`src/rtl/mac_tx_framer.sv`:
```
// GMII transmit framer: preamble/SFD insertion, optional padding to a minimum
// length, IEEE 802.3 CRC-32 FCS, inter-frame gap and underrun handling.
module mac_tx_framer #(
  parameter int IFG_BYTES = 12,
  parameter int PAD_EN    = 1,
  parameter int MIN_LEN   = 60
) (
  input  logic       clk,
  input  logic       rst_n,
  input  logic [7:0] mac_tx_data,
  input  logic       mac_tx_valid,
  input  logic       mac_tx_sof,
  input  logic       mac_tx_eof,
  output logic       mac_tx_rdy,
  output logic [7:0] gmii_txd,
  output logic       gmii_tx_en,
  output logic       gmii_tx_er,
  output logic       tx_done,
  output logic       tx_underrun
);

  typedef enum logic [2:0] {IDLE, PRE, SFD, DATA, PAD, FCS, IFG, DISCARD} state_t;

  localparam logic [10:0] MIN_LEN_B = 11'(MIN_LEN);
  localparam logic [15:0] IFG_LAST  = 16'(IFG_BYTES - 1);

  state_t      state_reg, state_next;
  logic [31:0] crc_reg, crc_next;
  logic [10:0] byte_cnt_reg, byte_cnt_next;
  logic [15:0] aux_cnt_reg, aux_cnt_next;
  logic [7:0]  txd_reg, txd_next;
  logic        en_reg, en_next;
  logic        er_reg, er_next;
  logic        done_reg, done_next;
  logic        und_reg, und_next;
  logic [10:0] byte_inc;
  logic [7:0]  fcs_bytes [4];

  // Reflected (LSB-first) CRC-32 update; register holds the bit-reversed CRC,
  // so the FCS is simply its complement sent low byte first.
  function automatic logic [31:0] crc_byte(input logic [31:0] c, input logic [7:0] d);
    logic [31:0] r;
    r = c;
    for (int i = 0; i < 8; i++)
      r = (r[0] ^ d[i]) ? ((r >> 1) ^ 32'hEDB8_8320) : (r >> 1);
    return r;
  endfunction

  generate
    for (genvar gi = 0; gi < 4; gi++) begin : g_fcs
      assign fcs_bytes[gi] = ~crc_reg[8*gi +: 8];
    end
  endgenerate

  assign byte_inc   = (byte_cnt_reg == 11'h7FF) ? byte_cnt_reg : byte_cnt_reg + 11'd1;
  assign mac_tx_rdy = rst_n && (state_reg == DATA || state_reg == DISCARD);

  // State names the action taken at the end of the current cycle; every
  // output is registered, so what is decided here appears one cycle later.
  always_comb begin
    state_next    = state_reg;
    crc_next      = crc_reg;
    byte_cnt_next = byte_cnt_reg;
    aux_cnt_next  = aux_cnt_reg;
    txd_next      = 8'h00;
    en_next       = 1'b0;
    er_next       = 1'b0;
    done_next     = 1'b0;
    und_next      = 1'b0;
    case (state_reg)
      IDLE: begin
        if (mac_tx_valid && mac_tx_sof) begin
          state_next    = PRE;
          txd_next      = 8'h55;
          en_next       = 1'b1;
          crc_next      = 32'hFFFF_FFFF;
          byte_cnt_next = 11'd0;
          aux_cnt_next  = 16'd1;
        end
      end
      PRE: begin
        txd_next     = 8'h55;
        en_next      = 1'b1;
        aux_cnt_next = aux_cnt_reg + 16'd1;
        if (aux_cnt_reg == 16'd6) state_next = SFD;
      end
      SFD: begin
        txd_next   = 8'hD5;
        en_next    = 1'b1;
        state_next = DATA;
      end
      DATA: begin
        en_next = 1'b1;
        if (mac_tx_valid) begin
          txd_next      = mac_tx_data;
          crc_next      = crc_byte(crc_reg, mac_tx_data);
          byte_cnt_next = byte_inc;
          if (mac_tx_eof) begin
            aux_cnt_next = 16'd0;
            state_next   = (PAD_EN != 0 && byte_inc < MIN_LEN_B) ? PAD : FCS;
          end
        end else begin
          er_next    = 1'b1;
          und_next   = 1'b1;
          state_next = DISCARD;
        end
      end
      PAD: begin
        en_next       = 1'b1;
        crc_next      = crc_byte(crc_reg, 8'h00);
        byte_cnt_next = byte_inc;
        if (byte_inc >= MIN_LEN_B) begin
          aux_cnt_next = 16'd0;
          state_next   = FCS;
        end
      end
      FCS: begin
        en_next      = 1'b1;
        txd_next     = fcs_bytes[aux_cnt_reg[1:0]];
        aux_cnt_next = aux_cnt_reg + 16'd1;
        if (aux_cnt_reg == 16'd3) begin
          done_next    = 1'b1;
          aux_cnt_next = 16'd0;
          state_next   = IFG;
        end
      end
      IFG: begin
        aux_cnt_next = aux_cnt_reg + 16'd1;
        if (aux_cnt_reg >= IFG_LAST) begin
          aux_cnt_next = 16'd0;
          state_next   = IDLE;
        end
      end
      DISCARD: begin
        if (mac_tx_valid && mac_tx_eof) begin
          aux_cnt_next = 16'd0;
          state_next   = IFG;
        end
      end
      default: state_next = IDLE;
    endcase
  end

  always_ff @(posedge clk) begin
    if (!rst_n) begin
      state_reg    <= IDLE;
      crc_reg      <= 32'hFFFF_FFFF;
      byte_cnt_reg <= 11'd0;
      aux_cnt_reg  <= 16'd0;
      txd_reg      <= 8'h00;
      en_reg       <= 1'b0;
      er_reg       <= 1'b0;
      done_reg     <= 1'b0;
      und_reg      <= 1'b0;
    end else begin
      state_reg    <= state_next;
      crc_reg      <= crc_next;
      byte_cnt_reg <= byte_cnt_next;
      aux_cnt_reg  <= aux_cnt_next;
      txd_reg      <= txd_next;
      en_reg       <= en_next;
      er_reg       <= er_next;
      done_reg     <= done_next;
      und_reg      <= und_next;
    end
  end

  assign gmii_txd    = txd_reg;
  assign gmii_tx_en  = en_reg;
  assign gmii_tx_er  = er_reg;
  assign tx_done     = done_reg;
  assign tx_underrun = und_reg;

endmodule

```
`config.mk`:
```
export PLATFORM = sky130hd
export DESIGN_NAME = mac_tx_framer
export DESIGN_NICKNAME = d
export VERILOG_FILES = /design/src/rtl/mac_tx_framer.sv
export SDC_FILE = /design/constraint.sdc
export NUM_CORES = 1
export LEC_CHECK = 0
export ABC_AREA = 0
export CAP_MARGIN = 20
export CORE_MARGIN = 4
export CORE_UTILIZATION = 45
export CTS_CLUSTER_SIZE = 25
export DETAILED_ROUTE_END_ITERATION = 16
export GPL_ROUTABILITY_DRIVEN = 1
export GPL_TIMING_DRIVEN = 0
export PLACE_DENSITY_LB_ADDON = 0.15
export SLEW_MARGIN = 10
export SYNTH_ARGS = -nofsm -noshare
export SYNTH_HDL_FRONTEND = slang
export SYNTH_SLANG_ARGS = --single-unit
```
`constraint.sdc`:
```
create_clock -name clk -period 3.55 [get_ports clk]
set_clock_uncertainty 0.2 [all_clocks]
set_input_delay 1.065 -clock clk [delete_from_list [all_inputs] [get_ports clk]]
set_output_delay 1.065 -clock clk [all_outputs]
set_load 0.05 [all_outputs]
```
==> impl_metrics.env <==
export IMPL_power_density_mw_per_mm2=436
export IMPL_tightestPinTransition_ns=0.883
export IMPL_fin_util_pct=53.0
export IMPL_ys_types=54
export IMPL_totalWireLength_mm=16.1
export IMPL_fin_crit_sh_pct=97.7
export IMPL_fillers=1064
export IMPL_grt_pass1_wl_mm=25.7
export IMPL_critical_path_required_ns=3.56
export IMPL_ys_seq_elements=73
export IMPL_cts_root_buf="clkbuf_16"
export IMPL_cp_top_family="XOR/XNOR gates"
export IMPL_gp_congestion=0.934
export IMPL_die_height_um=115
export IMPL_nets=678
export IMPL_crit_type="input port to register"
export IMPL_async_reset_ff_share_pct=0
export IMPL_viasPerCell=6.10
export IMPL_dp_hpwl_mm=11.3
export IMPL_finalWorstSetupSlack_ns=0.0801
export IMPL_grt_pass1_vias=4663
export IMPL_cp_start_kind="input port"
export IMPL_syn_area_mm2=0.00511
export IMPL_synthFlopType="dfxtp_1"
export IMPL_antenna_found_initial=0
export IMPL_mostFrequentLayoutCells="76 x xnor2_1, 73 x dfxtp_1, 71 x nand2_1"
export IMPL_route_met2_wl_mm=7.29
export IMPL_ys_warn_count=0
export IMPL_comb_power_share_pct=28.8
export IMPL_syn_area_per_cell_um2=8.10
export IMPL_area_delta_synth_final_pct=14.0
export IMPL_crit_fanout=6
export IMPL_drt_first_pass_iters=6
export IMPL_rows=38
export IMPL_p_int_mw=1.71
export IMPL_ios=26
export IMPL_start_util_pct=46.5
export IMPL_drc=0
export IMPL_switching_power_mw=0.831
export IMPL_topRoutingLayerUsed="met4"
export IMPL_drt_met1_wl_mm=6.94
export IMPL_min_path_cells=1
export IMPL_wire_per_inst_um=20.0
export IMPL_post_place_ws_ns=-0.459
export IMPL_cts_tree="yes"
export IMPL_fp_dieArea_mm2=0.0131
export IMPL_slew_headroom_pct=41.2
export IMPL_timing_fmax_mhz=288
export IMPL_met3_length_mm=1.53
export IMPL_dr_total_vias=4913
export IMPL_tns_ns=0
export IMPL_status="finished clean"
export IMPL_synth_edf_count=0
export IMPL_seq_area_mm2=0.00146
export IMPL_yosysSeqAreaShare_pct=28.6
export IMPL_cts_sinks=73
export IMPL_clkSlewWorstSetupHoldPaths_ns=0.06
export IMPL_fin_cells=806
export IMPL_clockBufferDepth=2
export IMPL_synth_cells=631
export IMPL_p_sw_share_pct=32.7
export IMPL_fp_dieW_um=115
export IMPL_setup_viol=0
export IMPL_min_path_type="register to register"
export IMPL_dpl_instance_area_mm2=0.00546
export IMPL_cts_made_buffers=9
export IMPL_grt_max_degree=12
export IMPL_slew_viol_final=0
export IMPL_maxCapViolCount=0
export IMPL_drive_gt1_share_pct=9.01
export IMPL_seq_power_share_pct=34.4
export IMPL_leakage_nw=2.05
export IMPL_fin_area_mm2=0.00582
export IMPL_clkPwrFrac_pct=36.8
export IMPL_max_vdd_ir_drop_mv=0.324
export IMPL_dp_cells=789
export IMPL_overflow=0
export IMPL_grt_usage_pct=25.5
export IMPL_antenna_cells=0
export IMPL_end_kind="register"
export IMPL_cpPeakStageDelay_ns=0.66
export IMPL_htreeDepth=3
export IMPL_multiInputGateArea_mm2=0.00345
export IMPL_r2r_cells=9
export IMPL_crit_chain="clkdlybuf4s50_1, xor2_1, xnor2_2, xnor2_2, xor2_1, o211a_1, a211oi_1, o21ai_0"
export IMPL_core_area_mm2=0.0110
export IMPL_antenna_left=0
export IMPL_worstSkewPairLatency_ns=0.36
export IMPL_crit_slowest_cell="clkdlybuf4s50_1"
export IMPL_hold_violations=0
export IMPL_largest_reg_flops=32
export IMPL_arrival_ns=3.48
export IMPL_port_buffers=18
export IMPL_layout_cells_most_common="xnor2_1"
export IMPL_syn_nets=647
export IMPL_crit_cells=8
export IMPL_cp_buffers_inverters=1
export IMPL_period_needed_ns=3.47
export IMPL_rsz0062_at_grt="false"
export IMPL_drtIter0Drc=588
## power by group through the flow
stage	Sequential (mW)	Combinational, mW	Clock [mW]
2_1_floorplan	0.911	0.509	0
3_3_place_gp	0.890	0.693	0
3_5_place_dp	0.891	0.701	0
4_1_cts	0.873	0.711	0.949
5_1_grt	0.876	0.783	0.984
6_report	0.873	0.731	0.933
## cells by family after synthesis
| group | after synthesis | share of synthesized area, % |
|---|---|---|
| multiplexers | 11 | 4.19 |
| XOR/XNOR | 121 | 22.4 |
| flip-flops | 73 | 28.6 |
| buffers and inverters | 55 | 4.70 |
| adder cells (fa/ha/maj) | 3 | 0.735 |
| AND/OR/NAND/NOR | 204 | 18.1 |
| AO/OA/AOI/OAI | 164 | 21.3 |
## worst paths after layout
| kind | endpoint | start | slack, ns |
|---|---|---|---|
| worst max-delay path | crc_reg[28]$_SDFFE_PN1P_ | mac_tx_data[6] | 0.08 |
| worst min-delay path | aux_cnt_reg[15]$_SDFFE_PN0P_ | aux_cnt_reg[15]$_SDFFE_PN0P_ | 0.26 |
| worst max register to register | crc_reg[2]$_SDFFE_PN1P_ | state_reg[0]$_SDFFE_PN0P_ | 0.35 |
| worst min register to register | aux_cnt_reg[15]$_SDFFE_PN0P_ | aux_cnt_reg[15]$_SDFFE_PN0P_ | 0.26 |
## Yosys cell counts, types with 9 or more instances
| cell | n | area share (%) |
|---|---|---|
| a211oi_1 | 11 | 1.6 |
| a21oi_1 | 35 | 3.4 |
| a31oi_1 | 16 | 2.0 |
| buf_2 | 9 | 0.88 |
| clkbuf_1 | 38 | 2.8 |
| dfxtp_1 | 73 | 29 |
| nand2_1 | 71 | 5.2 |
| nand3_1 | 25 | 2.4 |
| nor2_1 | 56 | 4.1 |
| nor3_1 | 13 | 1.3 |
| o21ai_0 | 36 | 3.5 |
| o221ai_1 | 9 | 1.5 |
| or2_2 | 9 | 1.1 |
| xnor2_1 | 79 | 14 |
| xor2_1 | 34 | 5.8 |
## layer usage
metal,vias to the layer above,GRT usage (%)
met5,-,0
met4,0,8.47
met3,27,5.71
met2,232,40.6
met1,2354,34.1
li1,2300,-
## repair_timing
item | in CTS | in global routing
resized for setup | 3 | 5
buffers inserted | 0 | 2
hold buffers | 0 | 0
pin swaps | 0 | 1
endpoints found under the setup margin | 4 | 16
## through the flow
| stage | hold slack [ns] | power (mW) |
|---|---|---|
| floorplan | 0.232 | 1.42 |
| global placement | 0.255 | 1.58 |
| detailed placement | 0.256 | 1.59 |
| CTS | 0.264 | 2.53 |
| global route | 0.289 | 2.64 |
| finish | 0.265 | 2.54 |
## final cells by class
| cell class | instances | area share (%) |
|---|---|---|
| clock inverters | 3 | 0.688 |
| inverters | 4 | 0.258 |
| clock buffers | 12 | 4.41 |
| flip-flops and latches | 73 | 25.1 |
| multi-input cells | 503 | 59.3 |
| repair buffers | 20 | 3.33 |
| well taps | 140 | 3.01 |
| plain buffers | 51 | 3.87 |
No activity file was read; power rests on OpenSTA's default activity.
